$ cat src/rtl/port_pkg.sv
// Shared widths and the transmitter state encoding for the port_tx slice.
package port_pkg;

    localparam int NUM_PORTS = 4;
    localparam int PORT_W    = 2;
    localparam int DATA_W    = 8;

    typedef enum logic [2:0] {
        ST_IDLE,
        ST_START,
        ST_DATA,
        ST_PARITY,
        ST_STOP
    } tx_state_t;

    function automatic logic even_parity(input logic [DATA_W-1:0] b);
        return ^b;
    endfunction

endpackage

$ cat src/rtl/port_tx_baud.sv
// Baud divider: counts clk cycles within one serial bit, ticks on the last one.
// Latency: bit_tick is combinational from the count register.
// Backpressure: none; restart holds the count at zero.
module port_tx_baud #(
    parameter int BAUD_DIV = 4
) (
    input  logic clk,
    input  logic rst_b,
    input  logic restart,
    output logic bit_tick
);

    localparam logic [7:0] LAST = 8'(BAUD_DIV - 1);

    logic [7:0] cnt_q;
    logic [7:0] cnt_d;

    always_comb begin
        cnt_d = cnt_q;
        if (restart || cnt_q == LAST) begin
            cnt_d = 8'd0;
        end else begin
            cnt_d = cnt_q + 8'd1;
        end
    end

    always_ff @(posedge clk or negedge rst_b) begin
        if (!rst_b) begin
            cnt_q <= 8'd0;
        end else begin
            cnt_q <= cnt_d;
        end
    end

    assign bit_tick = !restart && (cnt_q == LAST);

endmodule

$ cat src/rtl/port_tx.sv
// Serial transmitter for one of NUM_PORTS byte sources; optional parity via PORT_TX_PARITY_EN.
// Latency: 10*BAUD_DIV cycles load-to-idle (11*BAUD_DIV with parity); tx_serial low the cycle after load.
// Backpressure: data_empty=0 means busy; wr_data while busy is dropped and sets sticky overrun.
module port_tx
    import port_pkg::*;
#(
    parameter int BAUD_DIV = 4
) (
    input  logic                        clk,
    input  logic                        rst_b,
    input  logic                        wr_data,
    input  logic [PORT_W-1:0]           select,
    input  logic [NUM_PORTS*DATA_W-1:0] port_data,
    input  logic                        ovr_clr,
    output logic                        data_empty,
    output logic                        tx_serial,
    output logic [PORT_W-1:0]           tx_port,
    output logic                        frame_done,
    output logic                        overrun
);

    tx_state_t         state_q, state_d;
    logic [DATA_W-1:0] shift_q, shift_d;
    logic [2:0]        bit_cnt_q, bit_cnt_d;
    logic              tx_serial_q, tx_serial_d;
    logic              data_empty_q, data_empty_d;
    logic [PORT_W-1:0] tx_port_q, tx_port_d;
    logic              frame_done_q, frame_done_d;
    logic              overrun_q, overrun_d;
`ifdef PORT_TX_PARITY_EN
    logic              parity_q, parity_d;
`endif

    logic              bit_tick;
    logic              baud_restart;
    logic [DATA_W-1:0] sel_byte;

    // Counter sits at zero while idle so the start bit gets a full period.
    assign baud_restart = (state_q == ST_IDLE);

    port_tx_baud #(
        .BAUD_DIV(BAUD_DIV)
    ) u_baud (
        .clk     (clk),
        .rst_b   (rst_b),
        .restart (baud_restart),
        .bit_tick(bit_tick)
    );

    assign sel_byte = port_data[int'(select)*DATA_W +: DATA_W];

    always_comb begin
        state_d      = state_q;
        shift_d      = shift_q;
        bit_cnt_d    = bit_cnt_q;
        tx_serial_d  = tx_serial_q;
        data_empty_d = data_empty_q;
        tx_port_d    = tx_port_q;
        frame_done_d = 1'b0;
`ifdef PORT_TX_PARITY_EN
        parity_d     = parity_q;
`endif

        // Set wins over clear when both land in the same cycle.
        if (wr_data && state_q != ST_IDLE) begin
            overrun_d = 1'b1;
        end else if (ovr_clr) begin
            overrun_d = 1'b0;
        end else begin
            overrun_d = overrun_q;
        end

        case (state_q)
            ST_IDLE: begin
                if (wr_data) begin
                    shift_d      = sel_byte;
                    tx_port_d    = select;
                    bit_cnt_d    = 3'd0;
                    tx_serial_d  = 1'b0;
                    data_empty_d = 1'b0;
                    state_d      = ST_START;
`ifdef PORT_TX_PARITY_EN
                    parity_d     = even_parity(sel_byte);
`endif
                end
            end
            ST_START: begin
                if (bit_tick) begin
                    tx_serial_d = shift_q[0];
                    state_d     = ST_DATA;
                end
            end
            ST_DATA: begin
                if (bit_tick) begin
                    shift_d   = shift_q >> 1;
                    bit_cnt_d = bit_cnt_q + 3'd1;
                    if (bit_cnt_q == 3'd7) begin
`ifdef PORT_TX_PARITY_EN
                        tx_serial_d = parity_q;
                        state_d     = ST_PARITY;
`else
                        tx_serial_d = 1'b1;
                        state_d     = ST_STOP;
`endif
                    end else begin
                        tx_serial_d = shift_q[1];
                    end
                end
            end
`ifdef PORT_TX_PARITY_EN
            ST_PARITY: begin
                if (bit_tick) begin
                    tx_serial_d = 1'b1;
                    state_d     = ST_STOP;
                end
            end
`endif
            ST_STOP: begin
                if (bit_tick) begin
                    tx_serial_d  = 1'b1;
                    data_empty_d = 1'b1;
                    frame_done_d = 1'b1;
                    state_d      = ST_IDLE;
                end
            end
            default: begin
                tx_serial_d  = 1'b1;
                data_empty_d = 1'b1;
                state_d      = ST_IDLE;
            end
        endcase
    end

    always_ff @(posedge clk or negedge rst_b) begin
        if (!rst_b) begin
            state_q      <= ST_IDLE;
            shift_q      <= '0;
            bit_cnt_q    <= 3'd0;
            tx_serial_q  <= 1'b1;
            data_empty_q <= 1'b1;
            tx_port_q    <= '0;
            frame_done_q <= 1'b0;
            overrun_q    <= 1'b0;
`ifdef PORT_TX_PARITY_EN
            parity_q     <= 1'b0;
`endif
        end else begin
            state_q      <= state_d;
            shift_q      <= shift_d;
            bit_cnt_q    <= bit_cnt_d;
            tx_serial_q  <= tx_serial_d;
            data_empty_q <= data_empty_d;
            tx_port_q    <= tx_port_d;
            frame_done_q <= frame_done_d;
            overrun_q    <= overrun_d;
`ifdef PORT_TX_PARITY_EN
            parity_q     <= parity_d;
`endif
        end
    end

    assign data_empty = data_empty_q;
    assign tx_serial  = tx_serial_q;
    assign tx_port    = tx_port_q;
    assign frame_done = frame_done_q;
    assign overrun    = overrun_q;

endmodule

$ cat config.mk
export PLATFORM = sky130hd
export DESIGN_NAME = port_tx
export DESIGN_NICKNAME = d
export VERILOG_FILES = /design/src/rtl/port_pkg.sv /design/src/rtl/port_tx_baud.sv /design/src/rtl/port_tx.sv
export SDC_FILE = /design/constraint.sdc
export NUM_CORES = 1
export LEC_CHECK = 0
export BUFFER_PORTS_ARGS = -buffer_cell sky130_fd_sc_hd__buf_2
export CORE_ASPECT_RATIO = 1.75
export CORE_MARGIN = 5
export CORE_UTILIZATION = 52
export CTS_CLUSTER_DIAMETER = 150
export CTS_CLUSTER_SIZE = 40
export DETAILED_ROUTE_END_ITERATION = 8
export PLACE_DENSITY = 0.86
export SLEW_MARGIN = 20
export SYNTH_ARGS = -nofsm -noshare
export SYNTH_HDL_FRONTEND = slang
export SYNTH_SLANG_ARGS = --single-unit
$ cat constraint.sdc
create_clock -name clk -period 2.17 [get_ports clk]
set_input_delay 0.217 -clock clk [delete_from_list [all_inputs] [get_ports clk]]
set_output_delay 0.217 -clock clk [all_outputs]
set_load 0.05 [all_outputs]
==> out/qor.csv, run 1 <==
metric;value;unit
status;complete, no violations;
largest area contributor in the netlist;dfrtp_1;
power per cell area;1110;mW/mm^2
cell area after synthesis;0.00164;sq mm
Max FO, Critical Path;9;
# DRC;0;
placed instance area;0.00187;sq mm
Fmax;513;MHz
Iter 0 DRT Violations;33;
Async SR Flop Fraction;100;%
Seq. cell area;703;sq um
RSZ-0062 raised after global routing;false;
WL final;3510;um
Synth Warn #;0;
post-cts resize count;0;
CP arrival;2.12;ns
Clock transition at path regs;0.09;ns
syn_area_per_cell;12.2;sq um
Peak VDD IR;0.519;mV
core area;0.00311;sq mm
Critical Setup Path Class;reg2reg;
P&R area growth vs syn;17.8;%
Via density;5.80;
most frequent cells in the layout;43 x buf_2, 26 x dfrtp_1, 13 x nand3_1;
Inserted Clock Buffers;3;
CP max stage cell;dfrtp_1;
Hold Path Origin;ovr_clr;
# hold bufs at CTS;1;
CTS tree;yes;
total grt overflow;0;
Layout Skew;0.00634;ns
die width;52.5;um
Max-Cap Viols;0;
worst path buffer plus inverter count;0;
RR Startpoint;u_baud.cnt_q[0]$_DFF_PN0_;
area of the multi-input gates;855;sq um
Die Y;84.3;um
vias in the first global route;1421;
Worst R2R End;u_baud.cnt_q[2]$_DFF_PN0_;
end of the worst hold path;overrun$_DFFE_PN0P_;
H-tree depth;1;
crit path capture type;flop;
layout cells sized above 1;39.2;%
first-pass GRT wire length;5890;um
Post-DRT Antenna Nets;0;
top-area cell type share of the netlist area;39.7;%
Routed wire per std cell;16.0;um
syn_nets;176;
Reg2Reg Depth;5;
Hold Crit Class;in2reg;
buffer depth of the longest clock path;2;
Tot Pwr;0.00214;W
Distinct cells, synth;41;
post-CTS setup repair buffer count;0;
Pleak;0.954;nW
detailed placement HPWL;2730;um
type of origin of the critical path;flop;
hold_ws;0.126;ns
ANT cells;0;
initial antenna violation count;0;
total count of hold-check failures in the final report;0;
GP Congestion;0.790;
CTS sink count;28;
Pre-antenna DRT Iters;4;
flops & latches, synth;28;
Rows;27;
worst skew pair latency;0.28;ns
final instance area;0.00193;sq mm
Port Buf Inserts;43;
fillers;260;
clock root cell;clkbuf_8;
Synth Instances;135;
sequential element share of the synthesized area;42.9;%
WHS Path Cells;2;
Synth Flop Type;dfrtp_1;
headroom to the max-slew limit;59.5;%
IO Pins;44;
largest net degree at the start of global routing;29;
# setup viols final;0;
CP delay by family, top;simple AND/OR/NAND/NOR gates;
number of synthesized flops with an enable pin;0;
min Tclk post-route;1.95;ns
die area;0.00442;sq mm
R2R Setup Slk;0.22;ns
Initial Util;52.8;%
Max Slew Vio Count;0;
period utilization;89.9;%
DR vias;1270;
crit-path cells;ha_1 > nor4b_2 > and2_1 > or2_1 > nor2_1;
crit-path max cell delay;0.41;ns
Critical Path RT;2.34;ns
Slew @ Worst Pin;0.608;ns
dominant cells by area after synthesis;dfrtp_1 40%, mux4_1 11%, mux2_4 6.4%, nand3_1 4.0%, a22o_1 3.7%;
most common cell after layout, fill and taps aside;buf_2;
Layout Nets;218;
Tot GR Track Use;17.4;%
setup total negative slack;0;ns
Layout Utilization;62.2;%
## cell usage after synthesis (2+ instances only)
master / instances
xnor2_1: 3
and3_1: 3
inv_1: 3
mux2_4: 7
nor2_1: 11
buf_6: 3
o22ai_1: 2
xor2_1: 5
ha_1: 3
buf_2: 4
dfstp_2: 2
mux2_2: 2
nand3_1: 13
o21ai_0: 2
a22o_1: 7
dfrtp_1: 26
mux4_1: 7
a21oi_1: 2
nand2_1: 6
clkbuf_1: 3
## cell families after synthesis
family | synth area share [%]
buf+inv | 5.03
simple gates | 14.9
xor+xnor | 4.27
fa+ha+maj | 2.29
compound gates | 9.69
mux | 21.0
flops | 42.9
## metrics by stage
stage	cells	setup slack, ns
4_1_cts	219	0.216
3_5_place_dp	214	0.289
3_3_place_gp	214	0.368
5_1_grt	219	0.00657
2_1_floorplan	135	0.469
6_report	219	0.220
## layer usage
metal / vias to the layer above / part of all wire [%] / GRT usage, %
li1: 588 / - / -
met5: - / 0 / 0
met3: 9 / 5.6 / 2.84
met4: 0 / 2.7 / 7.91
met2: 55 / 55 / 32.1
met1: 618 / 36 / 18.2
## how the worst max path moves through the flow
stage | start | end | cells past startpoint | slack [ns]
final | u_baud.cnt_q[0]$_DFF_PN0_ | u_baud.cnt_q[2]$_DFF_PN0_ | 5 | 0.22
after global routing | u_baud.cnt_q[0]$_DFF_PN0_ | u_baud.cnt_q[5]$_DFF_PN0_ | 5 | 0.007
after CTS | u_baud.cnt_q[0]$_DFF_PN0_ | shift_q[4]$_DFFE_PN0P_ | 5 | 0.22
after detailed placement | u_baud.cnt_q[0]$_DFF_PN0_ | u_baud.cnt_q[2]$_DFF_PN0_ | 5 | 0.29
after global placement | u_baud.cnt_q[0]$_DFF_PN0_ | shift_q[2]$_DFFE_PN0P_ | 5 | 0.37
after floorplan | u_baud.cnt_q[0]$_DFF_PN0_ | shift_q[0]$_DFFE_PN0P_ | 5 | 0.47
## cell type report
cell class / count / area share [%]
multi-input cells: 93 / 44.2
flip-flops and latches: 28 / 36.4
repair buffers: 47 / 12.8
clock buffers: 4 / 2.85
well taps: 43 / 2.78
inverters: 4 / 0.907
## power by group
group,internal [W],switching (W)
logic,0.000431,0.000527
registers,0.000708,0.000156
clock network,0.000163,0.000158
total,0.00130,0.000842
## state kept, by name (all words and copies together), names as in the netlist
name	cells
tx_port	2
u_baud.cnt_q	8
bit_cnt_q	3
overrun	1
frame_done	1
data_empty	1
state_q	3
tx_serial	1
shift_q	8
Power figures use the tool's default switching activity.
==> run 2: changes to the inputs <==
--- a/config.mk
+++ b/config.mk
@@ -7,7 +7,6 @@
 export LEC_CHECK = 0
 export BUFFER_PORTS_ARGS = -buffer_cell sky130_fd_sc_hd__buf_2
 export CORE_ASPECT_RATIO = 1.75
-export CORE_MARGIN = 5
 export CORE_UTILIZATION = 52
 export CTS_CLUSTER_DIAMETER = 150
 export CTS_CLUSTER_SIZE = 40
==> run 2 against run 1 <==
Net effect:
- final area fell by 0.97%
- sequential power grew 3.2%
- final cell count fell by 0.91%
- worst setup slack better by 0.020 ns
- register-to-register slack improved by 0.02 ns
- largest cell class unchanged
- highest routed layer unchanged
==> out/qor.csv, run 2 (synthesis gave the netlist of run 1 again) <==
metric;value;unit;change
status;complete, no violations;;
setup total negative slack;0;ns;unchanged
Die Y;76.3;um;-9.5%
type of origin of the critical path;flop;;
CTS sink count;28;;unchanged
IO Pins;44;;unchanged
Clock transition at path regs;0.09;ns;about the same
min Tclk post-route;1.93;ns;-0.0205 ns
met2 WL post-DR;1760;um;-9.6%
total count of hold-check failures in the final report;0;;unchanged
RSZ-0062 raised after global routing;false;;
Via density;5.63;;-2.9%
CP arrival;2.09;ns;-0.03 ns
power per cell area;1090;mW/mm^2;-2.0%
first-pass GRT wire length;5410;um;-8.2%
Cell Count, Final, Fillers Out;217;;-0.91%
Critical Path RT;2.33;ns;about the same
Fmax;518;MHz;+1.1%
P&R area growth vs syn;16.6;%;
worst skew pair latency;0.27;ns;about the same
die width;44.5;um;-15%
Max FO, Critical Path;9;;unchanged
die area;0.00339;sq mm;-23%
Max Slew Vio Count;0;;unchanged
Seq. cell area;703;sq um;unchanged
met3 WL;161;um;-19%
post-CTS setup repair buffer count;0;;unchanged
Slew @ Worst Pin;0.608;ns;-0.000341 ns
Initial Util;55.4;%;+2.6 points
ANT cells;0;;unchanged
# DRC;0;;unchanged
Tot GR Track Use;21.3;%;+3.8 points
Inserted Clock Buffers;3;;unchanged
Rows;26;;-3.7%
Hold Crit Class;in2reg;;
Critical Setup Path Class;reg2reg;;
DR top layer;met4;;
worst path buffer plus inverter count;0;;unchanged
headroom to the max-slew limit;59.5;%;about the same
crit-path cells;ha_1 > nor4b_2 > and2_1 > or2_1 > nor2_1;;
layout cells sized above 1;38.3;%;-0.92 points
Layout Utilization;64.6;%;+2.5 points
total grt overflow;0;;unchanged
WL final;3120;um;-11%
GP Congestion;0.809;;+2.4%
initial antenna violation count;0;;unchanged
Tot Pwr;0.00208;W;-3.0%
Pleak;0.943;nW;-1.1%
Port Buf Inserts;43;;unchanged
CTS tree;yes;;
CP max stage cell;dfrtp_1;;
fillers;243;;-6.5%
clock root cell;clkbuf_8;;
Iter 0 DRT Violations;16;;-52%
area of the multi-input gates;855;sq um;unchanged
Layout Skew;0.00280;ns;-0.00354 ns
period utilization;88.9;%;-0.94 points
vias in the first global route;1233;;-13%
Routed wire per std cell;14.4;um;-10%
Layout Nets;217;;-0.46%
CP delay by family, top;simple AND/OR/NAND/NOR gates;;
most frequent cells in the layout;43 x buf_2, 26 x dfrtp_1, 13 x nand3_1;;
core area;0.00296;sq mm;-4.8%
crit-path max cell delay;0.42;ns;about the same
Pre-antenna DRT Iters;4;;unchanged
M1 WL;1150;um;-9.8%
Max-Cap Viols;0;;unchanged
crit path capture type;flop;;
H-tree depth;1;;unchanged
DR vias;1222;;-3.8%
buffer depth of the longest clock path;2;;unchanged
Placed Instances;212;;-0.93%
Post-DRT Antenna Nets;0;;unchanged
hold_ws;0.123;ns;-0.00309 ns
Top Registers;shift_q x8, u_baud.cnt_q x8;;
detailed placement HPWL;2500;um;-8.5%
# setup viols final;0;;unchanged
most common cell after layout, fill and taps aside;buf_2;;
largest net degree at the start of global routing;29;;unchanged
Peak VDD IR;0.581;mV;+12%
## run 2: cell count changes in the layout (fill, tap and decap cells not counted)
cell / before / now
buf_4: 3 / 2
clkbuf_8: 4 / 3
clkbuf_1: 0 / 1
## run 2: power breakdown
group	leakage [nW]	switching (W)	internal, W
Sequential	0.353	0.000185	0.000708
Combinational	0.568	0.000480	0.000420
Clock	0.0228	0.000155	0.000132
Total	0.943	0.000820	0.00126
## run 2: what timing repair did
action                    CTS  global route
resized for setup           0             0
hold endpoints to repair   26             0
hold buffers                1             0
## run 2: worst paths after layout
kind / from / endpoint / slack [ns] / cells after the start
setup / recovery: u_baud.cnt_q[0]$_DFF_PN0_ / u_baud.cnt_q[4]$_DFF_PN0_ / 0.24 / 5
hold / removal: ovr_clr / overrun$_DFFE_PN0P_ / 0.12 / 2
max in group asynchronous: rst_b / state_q[2]$_DFFE_PN0P_ / 1.30 / 2
hold reg to reg: tx_port[1]$_DFFE_PN0P_ / tx_port[1]$_DFFE_PN0P_ / 0.51 / 1
setup reg to reg: u_baud.cnt_q[0]$_DFF_PN0_ / u_baud.cnt_q[4]$_DFF_PN0_ / 0.24 / 5
min in group asynchronous: rst_b / shift_q[4]$_DFFE_PN0P_ / 0.48 / 2
## run 2: metrics by stage
stage               area, sq um  worst slack, ns
CTS                        1910            0.245
finish                     1910            0.240
detailed placement         1860            0.265
global placement           1860            0.369
floorplan                  1640            0.469
global route               1910           0.0776
## run 2: worst reg2reg max path, delay by kind of cell, from the launching register on
kind,cells,cell delay (ns)
simple gates,4,1.15
flops,1,0.42
fa+ha+maj,1,0.25
## run 2: area by class of cell
class | count | share of cell area (%)
multi-input combinational | 93 | 44.7
sequential | 28 | 36.8
timing repair buffer | 46 | 12.6
tap | 42 | 2.75
clock buffer | 4 | 2.35
inverter | 4 | 0.916
## run 2: metal layers
metal	GRT usage, %	vias up
li1	-	586
met5	0	-
met2	38.4	47
met3	2.37	5
met1	24.7	584
met4	7.27	0
==> run 3: changes to the inputs <==
--- a/config.mk
+++ b/config.mk
@@ -7,11 +7,11 @@
 export LEC_CHECK = 0
 export BUFFER_PORTS_ARGS = -buffer_cell sky130_fd_sc_hd__buf_2
 export CORE_ASPECT_RATIO = 1.75
-export CORE_UTILIZATION = 52
+export CORE_UTILIZATION = 40
 export CTS_CLUSTER_DIAMETER = 150
 export CTS_CLUSTER_SIZE = 40
 export DETAILED_ROUTE_END_ITERATION = 8
-export PLACE_DENSITY = 0.86
+export PLACE_DENSITY = 0.7
 export SLEW_MARGIN = 20
 export SYNTH_ARGS = -nofsm -noshare
 export SYNTH_HDL_FRONTEND = slang
==> run 3 against run 2 <==
Net effect:
- worst hold slack improved by 0.015 ns
- fmax decreased by 0.50%
- sequential share of layout area decreased by 0.29 points
- first-iteration DRC count increased by 25%
- critical path depth unchanged
- clock power decreased by 2%
- die area increased by 29%
- largest cell class unchanged
==> out/qor.csv, run 3 (synthesis gave the netlist of run 1 again) <==
metric;value;unit;change
status;complete, no violations;;
Routed wire per std cell;14.7;um;+2.2%
Top Registers;shift_q x8, u_baud.cnt_q x8;;
Via density;5.63;;about the same
CP max stage cell;dfrtp_1;;
worst path buffer plus inverter count;0;;unchanged
sequential share of power;41.6;%;-1.3 points
RSZ-0062 raised after global routing;false;;
CP arrival;2.09;ns;about the same
largest net degree at the start of global routing;29;;unchanged
Port Buf Inserts;43;;unchanged
Inserted Clock Buffers;3;;unchanged
Max Slew Vio Count;0;;unchanged
post-CTS setup repair buffer count;0;;unchanged
final instance area;0.00193;sq mm;+0.79%
Slew @ Worst Pin;0.626;ns;+0.0177 ns
Clock transition at path regs;0.09;ns;about the same
Layout Skew;0.00606;ns;+0.00326 ns
Layout Nets;218;;+0.46%
Peak VDD IR;0.526;mV;-9.5%
crit-path max cell delay;0.42;ns;about the same
Int Power;0.00127;W;+0.67%
Tot GR Track Use;16.1;%;-5.2 points
Hold Crit Class;in2reg;;
Critical Setup Path Class;reg2reg;;
ANT cells;0;;unchanged
total grt overflow;0;;unchanged
die width;50.4;um;+13%
first-pass GRT wire length;5450;um;+0.78%
vias in the first global route;1320;;+7.1%
min Tclk post-route;1.94;ns;+0.00966 ns
worst skew pair latency;0.27;ns;about the same
# setup viols final;0;;unchanged
buffer depth of the longest clock path;2;;unchanged
WL final;3290;um;+5.5%
most frequent cells in the layout;43 x buf_2, 26 x dfrtp_1, 13 x nand3_1;;
P&R area growth vs syn;17.5;%;
# DRC;0;;unchanged
Die Y;86.7;um;+14%
Pre-antenna DRT Iters;4;;unchanged
period utilization;89.4;%;+0.45 points
Rows;30;;+15%
DR vias;1261;;+3.2%
Max-Cap Viols;0;;unchanged
placed instance area;0.00187;sq mm;+0.81%
clock power share;13.5;%;-0.3 points
setup total negative slack;0;ns;unchanged
headroom to the max-slew limit;58.3;%;-1.2 points
Post-DRT Antenna Nets;0;;unchanged
Iter 0 DRT Violations;20;;+4
Max FO, Critical Path;9;;unchanged
hold_ws;0.138;ns;+0.0148 ns
CP delay by family, top;simple AND/OR/NAND/NOR gates;;
crit-path cells;ha_1 > nor4b_2 > and2_1 > or2_1 > nor2_1;;
layout cells sized above 1;38.6;%;+0.35 points
fillers;365;;+50%
Fmax;516;MHz;-0.50%
GP Congestion;0.721;;-11%
power per cell area;1080;mW/mm^2;-0.65%
Pleak;0.948;nW;+0.48%
die area;0.00437;sq mm;+29%
core area;0.00390;sq mm;+32%
total count of hold-check failures in the final report;0;;unchanged
CTS tree;yes;;
initial antenna violation count;0;;unchanged
type of origin of the critical path;flop;;
Gate power share;44.9;%;+1.6 points
Initial Util;42.0;%;-13 points
switch share;39.1;%;-0.33 points
most common cell after layout, fill and taps aside;buf_2;;
IO Pins;44;;unchanged
Layout Utilization;49.4;%;-15 points
Switch Pwr;0.000814;W;-0.71%
H-tree depth;1;;unchanged
crit path capture type;flop;;
detailed placement HPWL;2540;um;+1.7%
CTS sink count;28;;unchanged
clock root cell;clkbuf_8;;
Critical Path RT;2.32;ns;about the same
==> run 3: stage by stage <==
stage	setup WS [ns]	instances	total power, W
finish	0.231	224	0.00208
global route	0.0738	224	0.00222
CTS	0.246	224	0.00210
detailed placement	0.280	219	0.00181
global placement	0.360	219	0.00176
floorplan	0.469	135	0.00161
==> run 3: final timing paths <==
kind | startpoint | to | slack, ns | cells past startpoint
max in group asynchronous | rst_b | state_q[1]$_DFFE_PN0P_ | 1.26 | 2
max reg2reg | u_baud.cnt_q[0]$_DFF_PN0_ | u_baud.cnt_q[4]$_DFF_PN0_ | 0.23 | 5
min | ovr_clr | overrun$_DFFE_PN0P_ | 0.14 | 2
max | u_baud.cnt_q[0]$_DFF_PN0_ | u_baud.cnt_q[4]$_DFF_PN0_ | 0.23 | 5
min in group asynchronous | rst_b | frame_done$_DFF_PN0_ | 0.50 | 2
min reg2reg | bit_cnt_q[0]$_DFFE_PN0P_ | bit_cnt_q[0]$_DFFE_PN0P_ | 0.52 | 1
==> run 3: what timing repair did <==
| action | in CTS | in global routing |
|---|---|---|
| hold buffers | 1 | 0 |
| resized for setup | 0 | 0 |
| hold endpoints to repair | 26 | 0 |
==> run 3: power by group through the flow <==
stage,logic (W),registers [W],clock network [W]
2_1_floorplan,0.000651,0.000955,0
3_5_place_dp,0.000940,0.000868,0
4_1_cts,0.000941,0.000867,0.000287
3_3_place_gp,0.000899,0.000859,0
5_1_grt,0.00102,0.000888,0.000309
6_report,0.000936,0.000866,0.000280
==> run 3: final cells by class <==
cell class                      count  area (sq um)  area share [%]
Clock buffer                        4          45.0            2.34
Inverter                            4          17.5           0.909
Sequential cell                    28           703            36.5
Timing Repair Buffer               47           248            12.8
Multi-Input combinational cell     93           855            44.3
Tap cell                           48          60.1            3.11
==> run 3: routing by layer <==
layer	share of wire, %	GRT usage, %	vias up
met5	0	0	-
li1	-	-	589
met4	1.0	6.31	0
met2	57	31.9	48
met1	37	16.1	620
met3	4.9	2.28	4
